==> src/rtl/wavegen_pkg.sv <==
// Shared types and default parameters for the wavetable NCO.
package wavegen_pkg;

    typedef enum logic [1:0] {
        MODE_TABLE    = 2'd0,
        MODE_SAW      = 2'd1,
        MODE_SQUARE   = 2'd2,
        MODE_TRIANGLE = 2'd3
    } wave_mode_t;

    localparam int unsigned DEF_DATA_W     = 8;
    localparam int unsigned DEF_ADDR_W     = 8;
    localparam int unsigned DEF_PHASE_W    = 24;
    localparam int unsigned DEF_STROBE_DIV = 521;

endpackage

==> src/rtl/wavegen_strobe.sv <==
// Free-running divider: ce_o is high for one cycle out of every DIV.
module wavegen_strobe #(
    parameter int unsigned DIV = 521
) (
    input  logic clk,
    input  logic rst,
    output logic ce_o
);

    localparam int unsigned CNT_W = (DIV > 1) ? $clog2(DIV) : 1;

    logic [CNT_W-1:0] cnt_q;
    logic [CNT_W-1:0] cnt_d;

    always_comb begin
        ce_o  = (cnt_q == CNT_W'(DIV - 1));
        cnt_d = ce_o ? '0 : cnt_q + CNT_W'(1);
    end

    always_ff @(posedge clk or posedge rst) begin
        if (rst) begin
            cnt_q <= '0;
        end else begin
            cnt_q <= cnt_d;
        end
    end

endmodule

==> src/rtl/wavegen_nco.sv <==
// Strobed phase accumulator driving a table lookup and analytic waveforms,
// with a two-stage output pipeline shared by every mode.
module wavegen_nco
    import wavegen_pkg::*;
#(
    parameter int unsigned DATA_W     = DEF_DATA_W,
    parameter int unsigned ADDR_W     = DEF_ADDR_W,
    parameter int unsigned PHASE_W    = DEF_PHASE_W,
    parameter int unsigned STROBE_DIV = DEF_STROBE_DIV
) (
    input  logic               clk,
    input  logic               rst,
    input  logic               en_i,
    input  logic               tbl_we_i,
    input  logic [ADDR_W-1:0]  tbl_addr_i,
    input  logic [DATA_W-1:0]  tbl_data_i,
    input  logic [PHASE_W-1:0] ftw_i,
    input  logic               ftw_we_i,
    input  logic [1:0]         mode_i,
    input  logic               phase_clr_i,
    output logic [DATA_W-1:0]  data_o,
    output logic               valid_o,
    output logic               wrap_o
);

    localparam int unsigned TBL_DEPTH = 2 ** ADDR_W;

    logic ce;

    wavegen_strobe #(.DIV(STROBE_DIV)) u_strobe (
        .clk  (clk),
        .rst  (rst),
        .ce_o (ce)
    );

    logic [PHASE_W-1:0] shadow_q, shadow_d;
    logic [PHASE_W-1:0] active_q, active_d;
    logic [PHASE_W-1:0] phase_q,  phase_d;
    logic [PHASE_W:0]   phase_sum;
    logic               wrap_q,   wrap_d;
    logic               s0_vld_q, s0_vld_d;
    logic               s1_vld_q, s1_vld_d;
    logic [DATA_W-1:0]  s1_p_q,   s1_p_d;
    logic               s1_msb_q, s1_msb_d;
    wave_mode_t         s1_mode_q, s1_mode_d;
    logic [DATA_W-1:0]  data_q,   data_d;
    logic               valid_q,  valid_d;
    logic [DATA_W-1:0]  tri_val;
    logic [ADDR_W-1:0]  rd_addr;

    logic [DATA_W-1:0]  tbl_mem [TBL_DEPTH];
    logic [DATA_W-1:0]  tbl_rd_q;

    assign rd_addr = phase_q[PHASE_W-1 -: ADDR_W];

    // Read-first simple dual-port table; contents survive reset.
    always_ff @(posedge clk) begin
        if (tbl_we_i) begin
            tbl_mem[tbl_addr_i] <= tbl_data_i;
        end
        tbl_rd_q <= tbl_mem[rd_addr];
    end

    always_comb begin
        shadow_d  = ftw_we_i ? ftw_i : shadow_q;
        // A retune landing on a strobe takes effect for that very step.
        active_d  = ce ? shadow_d : active_q;
        phase_sum = {1'b0, phase_q} + {1'b0, active_d};
        phase_d   = phase_q;
        wrap_d    = 1'b0;
        if (phase_clr_i) begin
            phase_d = '0;
        end else if (ce && en_i) begin
            phase_d = phase_sum[PHASE_W-1:0];
            wrap_d  = phase_sum[PHASE_W];
        end

        s0_vld_d  = ce & en_i;
        s1_vld_d  = s0_vld_q;
        s1_p_d    = s1_p_q;
        s1_msb_d  = s1_msb_q;
        s1_mode_d = s1_mode_q;
        if (s0_vld_q) begin
            s1_p_d    = phase_q[PHASE_W-1 -: DATA_W];
            s1_msb_d  = phase_q[PHASE_W-1];
            s1_mode_d = wave_mode_t'(mode_i);
        end

        tri_val = {s1_p_q[DATA_W-2:0], 1'b0};
        if (s1_msb_q) begin
            tri_val = ~tri_val;
        end

        valid_d = s1_vld_q;
        data_d  = data_q;
        if (s1_vld_q) begin
            case (s1_mode_q)
                MODE_TABLE:    data_d = tbl_rd_q;
                MODE_SAW:      data_d = s1_p_q;
                MODE_SQUARE:   data_d = {DATA_W{s1_msb_q}};
                MODE_TRIANGLE: data_d = tri_val;
                default:       data_d = data_q;
            endcase
        end
    end

    always_ff @(posedge clk or posedge rst) begin
        if (rst) begin
            shadow_q  <= '0;
            active_q  <= '0;
            phase_q   <= '0;
            wrap_q    <= 1'b0;
            s0_vld_q  <= 1'b0;
            s1_vld_q  <= 1'b0;
            s1_p_q    <= '0;
            s1_msb_q  <= 1'b0;
            s1_mode_q <= MODE_TABLE;
            data_q    <= '0;
            valid_q   <= 1'b0;
        end else begin
            shadow_q  <= shadow_d;
            active_q  <= active_d;
            phase_q   <= phase_d;
            wrap_q    <= wrap_d;
            s0_vld_q  <= s0_vld_d;
            s1_vld_q  <= s1_vld_d;
            s1_p_q    <= s1_p_d;
            s1_msb_q  <= s1_msb_d;
            s1_mode_q <= s1_mode_d;
            data_q    <= data_d;
            valid_q   <= valid_d;
        end
    end

    assign data_o  = data_q;
    assign valid_o = valid_q;
    assign wrap_o  = wrap_q;

endmodule

==> config.mk <==
export PLATFORM = sky130hd
export DESIGN_NAME = wavegen_nco
export DESIGN_NICKNAME = d
export VERILOG_FILES = /design/src/rtl/wavegen_pkg.sv /design/src/rtl/wavegen_strobe.sv /design/src/rtl/wavegen_nco.sv
export SDC_FILE = /design/constraint.sdc
export NUM_CORES = 2
export LEC_CHECK = 0
export CAP_MARGIN = 20
export CELL_PAD_IN_SITES_DETAIL_PLACEMENT = 0
export CELL_PAD_IN_SITES_GLOBAL_PLACEMENT = 1
export CORE_MARGIN = 2
export CORE_UTILIZATION = 25
export CTS_BUF_LIST = sky130_fd_sc_hd__clkbuf_8
export CTS_CLUSTER_DIAMETER = 100
export CTS_CLUSTER_SIZE = 28
export DETAILED_ROUTE_END_ITERATION = 7
export HOLD_SLACK_MARGIN = 0.15
export PLACE_DENSITY = 0.41
export RECOVER_POWER = 25
export SLEW_MARGIN = 30
export SYNTH_ARGS = -nofsm -noshare
export SYNTH_HDL_FRONTEND = slang
export SYNTH_SLANG_ARGS = --single-unit
==> constraint.sdc <==
create_clock -name clk -period 12.3 [get_ports clk]
set_clock_uncertainty 0.1 [all_clocks]
set_input_delay 2.46 -clock clk [delete_from_list [all_inputs] [get_ports clk]]
set_output_delay 2.46 -clock clk [all_outputs]
set_load 0.03 [all_outputs]
**After elaboration in Yosys (flattened, before gate mapping)**

Memories as Yosys holds them, arrays and structs flattened. A register that Yosys moved wholly into a read port is not among the register bits.
Cells that the tools add are included.

- Flip-flop bits (word level): 105
- Memory bits (writable): 2,048
- Bits of input ports: 48
- Output and inout bits: 10
- Word-level logic and storage cells: 35
- Memories: 1

- Add/sub/neg operators: 2
- Equal/unequal tests: 4
- Multiplexer cells: 11
- Bitwise gates (word level): 2
- Reductions and logical operators: 3

Memory list:

| name | words | bits a word | rd ports | clocked after memory_dff | write ports | line | text |
|---|---|---|---|---|---|---|---|
| tbl_mem | 256 | 8 | 1 | 1 | 1 | wavegen_nco.sv:51 | `logic [DATA_W-1:0] tbl_mem [TBL_DEPTH];` |

Operators by type and width:

| cell | count |
|---|---|
| $mux W24 | 4 |
| $pmux W8 S4 | 1 |
| $add A24 B24 Y25 | 1 |
| $add A10 B1 Y10 const B | 1 |
| $eq A10 B10 Y1 const B | 1 |
| $mux W10 | 1 |
| $mux W8 | 1 |
| $not A8 Y8 | 1 |
| $eq A2 B2 Y1 const B | 2 |
| $mux W1 | 4 |
| $eq A2 B1 Y1 const B | 1 |
| $logic_not A2 Y1 | 1 |
| $reduce_bool A2 Y1 | 1 |
| $and A1 B1 Y1 | 1 |
| $logic_and A1 B1 Y1 | 1 |

**Depth between registers and ports, before layout**

- Word-level depth: 5
- Mapped depth: 17
- Gate-level depth less buffers: 16

**Modules after synthesis**

From an unflattened synthesis, not the netlist that was laid out.

- Cell total of the unflattened synthesis: 4,044
- Area total of the unflattened synthesis: 83,867.9 um^2

By module, submodules not included:

| module | times used | cells each | area an instance (um^2) | seq. area each (um^2) |
|---|---|---|---|---|
| wavegen_nco | 1 | 3,999 | 83,388.7 | 64,011.4 |
| wavegen_strobe | 1 | 45 | 479.2 | 250.2 |

**Worst setup path before layout**

OpenSTA, ideal clock, no wires.

- Kind: input -> register
- Start point: input ftw_we_i
- End point: register phase_q[23]
- Data arrival time: 5.638 ns
- Required time: 12.113 ns
- Slack: 6.476 ns
- Cell stages on the path: 13
- Cells stage by stage: clkbuf_1 > clkbuf_1 > mux2_2 > mux2_2 > ha_1 > and3_1 > a221oi_2 > nor3_1 > a211oi_2 > o41ai_2 > a31oi_1 > or4_1 > o211ai_1

- Longest elaborated chain between the ends: 5

RTL lines:

| element | line | text |
|---|---|---|
| start: declaration | wavegen_nco.sv:18 | `input logic ftw_we_i,` |
| $mux W24 | wavegen_nco.sv:65 | `shadow_d = ftw_we_i ? ftw_i : shadow_q;` |
| net shadow_d[4] | wavegen_nco.sv:36 | `logic [PHASE_W-1:0] shadow_q, shadow_d;` |
| $mux W24 | wavegen_nco.sv:67 | `active_d = ce ? shadow_d : active_q;` |
| net active_d[4] | wavegen_nco.sv:37 | `logic [PHASE_W-1:0] active_q, active_d;` |
| $add A24 B24 Y25 | wavegen_nco.sv:68 | `phase_sum = {1'b0, phase_q} + {1'b0, active_d};` |
| $mux W24 | wavegen_nco.sv:73 | `end else if (ce && en_i) begin` |
| $mux W24 | wavegen_nco.sv:71 | `if (phase_clr_i) begin` |
| end signal: assignment | wavegen_nco.sv:123 | `phase_q <= phase_d;` |
| end: declaration | wavegen_nco.sv:38 | `logic [PHASE_W-1:0] phase_q, phase_d;` |

The timed path passes the listed nets, and every way through them passes these cells. The select of a mux whose other input is x is not followed.
A chain may end at the register's enable or synchronous reset.

**Final worst setup path**

- Start point: input tbl_data_i[6]
- End point: memory tbl_mem[35][6] in the netlist's numbering (data pin)

RTL lines:

| element | line | text |
|---|---|---|
| start: declaration | wavegen_nco.sv:16 | `input logic [DATA_W-1:0] tbl_data_i,` |
| end: declaration | wavegen_nco.sv:51 |  |

No word-level cell before the write port.

==> impl_results.md <==
- Status: finished with violations
- Failing checks: capacitance limit, slew limit
- Most frequent CP cell: clkbuf_1
- # setup viols final: 0
- First-pass DRT Iterations: 5
- Number of gates resized after CTS: 0
- Clock slew seen by the registers of the worst setup and hold paths: 140 ps
- Syn Nets: 4131
- Synthesis-stage register bit count: 2160
- Total power: 11.7 mW
- Wire per inst: 28.4 µm
- Worst Slack Setup Final: 3840 ps
- Ratio of final minimum period to clock period: 68.8%
- Rel. slew slack: -278%
- RSZ-0062 raised after global routing: false
- Clock sink total: 2160
- Critical path startpoint category: input pin
- CTS tree: yes
- Hold_buf cts: 0
- Final Util: 27.5%
- Ys async rst share: 4.81%
- Die height: 584 µm
- Cts bufs inserted: 102
- Slew Viols, Final: 1096
- Synth Instances: 4052
- Synth unique cells: 59
- CP max stage delay: 2780 ps
- Pin count of the biggest net entering global routing: 121
- Endpoint type of the worst setup path: flip-flop
- Area fraction of the dominant cell type after synthesis: 73.2%
- Max Root-Sink Buffers: 3
- Vias in the first global route: 41043
- Synthesized area: 84000 µm²
- F_max: 118 MHz
- Slowest CP cell: clkbuf_1
- Leakage: 26.7 nW
- Skew-Pair Late Insertion Delay: 960 ps
- Post-synth EDFFs: 2048
- Nets@finish: 4130
- Initial antenna violation count: 21
- Residual DRC count: 0
- Worst slack at placement: 5670 ps
- DP HPWL: 142000 µm
- Total I/O pin count: 58
- Detailed-route wire length: 242000 µm
- Worst-path fanout max: 75
- Period minus WS final: 8460 ps
- Setup TNS Final: 0 ps
- Core Area: 334000 µm²
- Initial DRC Count: 3461
- YS warnings: 0
- Final hold viol count: 0
- Crit path buf inv count: 3
- Required time of the critical path: 12770 ps
- Routability Congestion: 0.725
- Number of max-cap violations: 18
- H-tree depth: 3
- Routed Antenna Nets: 0
- Critical path arrival: 8930 ps
- Layout cells sized above 1: 20.0%
- Die ar.: 341000 µm²
- Cell with the most instances after synthesis: edfxtp_1
- Crit Path Class: in -> reg
- Top post-synthesis cells by area: edfxtp_1, mux4_2, dfrtp_1
- Top delay family on crit path: buffers and inverters
- Power Density: 127 nW/µm²
- Total gr overflow: 0
- First-pass GRT wire length: 336000 µm
- Seq/Total Area, Yosys: 76.5%
- Root Driver: clkbuf_8
- Row count: 212
- PortBufs: 57
- Min-Delay Path Class: reg -> reg
- VDD IR max: 0.0941 mV
- Worst slew pin tran: 5670 ps
- DIE WIDTH: 584 µm
- Vias per Instance: 4.62
- Most frequent cells after synthesis: edfxtp_1, mux4_2, nor2_1, clkbuf_1, a22oi_1
- Setup Buffers After CTS: 0
- Initial cell density of the core: 25.2%
- Area grow syn2layout: 9.41%
- Avg Inst Size Synth: 20.7 µm²
- Vias: 39308
- Total track usage: 13.9%
- Largest area contributor in the netlist: edfxtp_1
- Crit-path cells: clkbuf_1 -> clkbuf_1 -> buf_4
- Synth Flop Type: edfxtp_1
## worst paths after layout
check,startpoint,endpoint,slack [ps],cells after the start
worst max-delay path,tbl_data_i[6],tbl_mem[35][6]$_DFFE_PP_,3840,3
worst min-delay path,shadow_q[6]$_DFF_PP0_,shadow_q[6]$_DFF_PP0_,400,1
worst max register to register,phase_q[17]$_DFFE_PP0P_,tbl_rd_q[6]$_DFF_P_,5790,9
worst min register to register,shadow_q[6]$_DFF_PP0_,shadow_q[6]$_DFF_PP0_,400,1
max in group asynchronous,rst,phase_q[21]$_DFFE_PP0P_,7840,3
min in group asynchronous,rst,data_o[3]$_DFFE_PP0P_,2550,2
## state kept, by name, summed over array words and instances, names as in the netlist
name,cells
tbl_mem,2048
s1_vld_q,1
shadow_q,24
s1_p_q,8
data_o,8
wrap_o,1
s1_mode_q,2
tbl_rd_q,8
valid_o,1
u_strobe.cnt_q,10
s0_vld_q,1
phase_q,24
active_q,24
## through the flow
stage	instance area [µm²]	std cells	hold slack, ps
after floorplan	84000	4052	252
after global placement	89800	8334	376
after detailed placement	89900	8334	365
after CTS	92000	8505	405
after global routing	91900	8506	423
final	91900	8513	396
## where the power goes
group          internal (mW)  switching (mW)  total (mW)  leakage, nW
clock                  0.967            2.42        3.39         1.12
sequential              8.07         0.00458        8.08         19.8
combinational         0.0324           0.198       0.230         5.71
## layout by cell type, fill, tap and decap left out, types with 9 or more instances in the layout
| cell type | count |
|---|---|
| ha_1 | 30 |
| mux2_2 | 37 |
| inv_6 | 13 |
| mux2_1 | 20 |
| dfrtp_1 | 103 |
| nor2b_1 | 12 |
| a221oi_1 | 65 |
| o221ai_1 | 25 |
| edfxtp_1 | 2048 |
| a21o_1 | 9 |
| clkbuf_1 | 17 |
| nor3_1 | 25 |
| nor2_1 | 277 |
| a22oi_1 | 152 |
| a22o_1 | 64 |
| mux4_2 | 512 |
| clkbuf_8 | 104 |
| inv_1 | 34 |
| nand4_1 | 10 |
| buf_4 | 69 |
| nand2_1 | 100 |
| nand3_1 | 32 |
| xnor2_1 | 18 |
| a21oi_1 | 70 |
| nor2_2 | 11 |
| o21ai_0 | 38 |
| o22ai_1 | 17 |
| clkdlybuf4s50_1 | 45 |
| o211ai_1 | 16 |
| buf_12 | 9 |
## final cells by class
type / count / area, µm²
fillers: 32923 / 242000
repair buffers: 145 / 1260
inverters: 25 / 95.1
multi-input cells: 1617 / 18600
flip-flops and latches: 2160 / 64300
diodes: 8 / 20.0
well taps: 4387 / 5490
clock buffers: 104 / 1430
clock inverters: 67 / 723
## cell families after synthesis
| logic type | Yosys count | synth area share, % |
|---|---|---|
| xor+xnor | 24 | 0.250 |
| buf+inv | 275 | 1.49 |
| mux | 572 | 14.5 |
| flops | 2160 | 76.5 |
| compound gates | 477 | 4.17 |
| simple gates | 513 | 2.59 |
| fa+ha+maj | 31 | 0.471 |
## per-layer routing
layer	routed length (µm)	GRT usage, %
met5	38	0
met4	5260	3.25
met3	9390	1.77
met2	114000	22.4
met1	113000	20.0
Note: power is estimated with default switching activity, not from simulation.
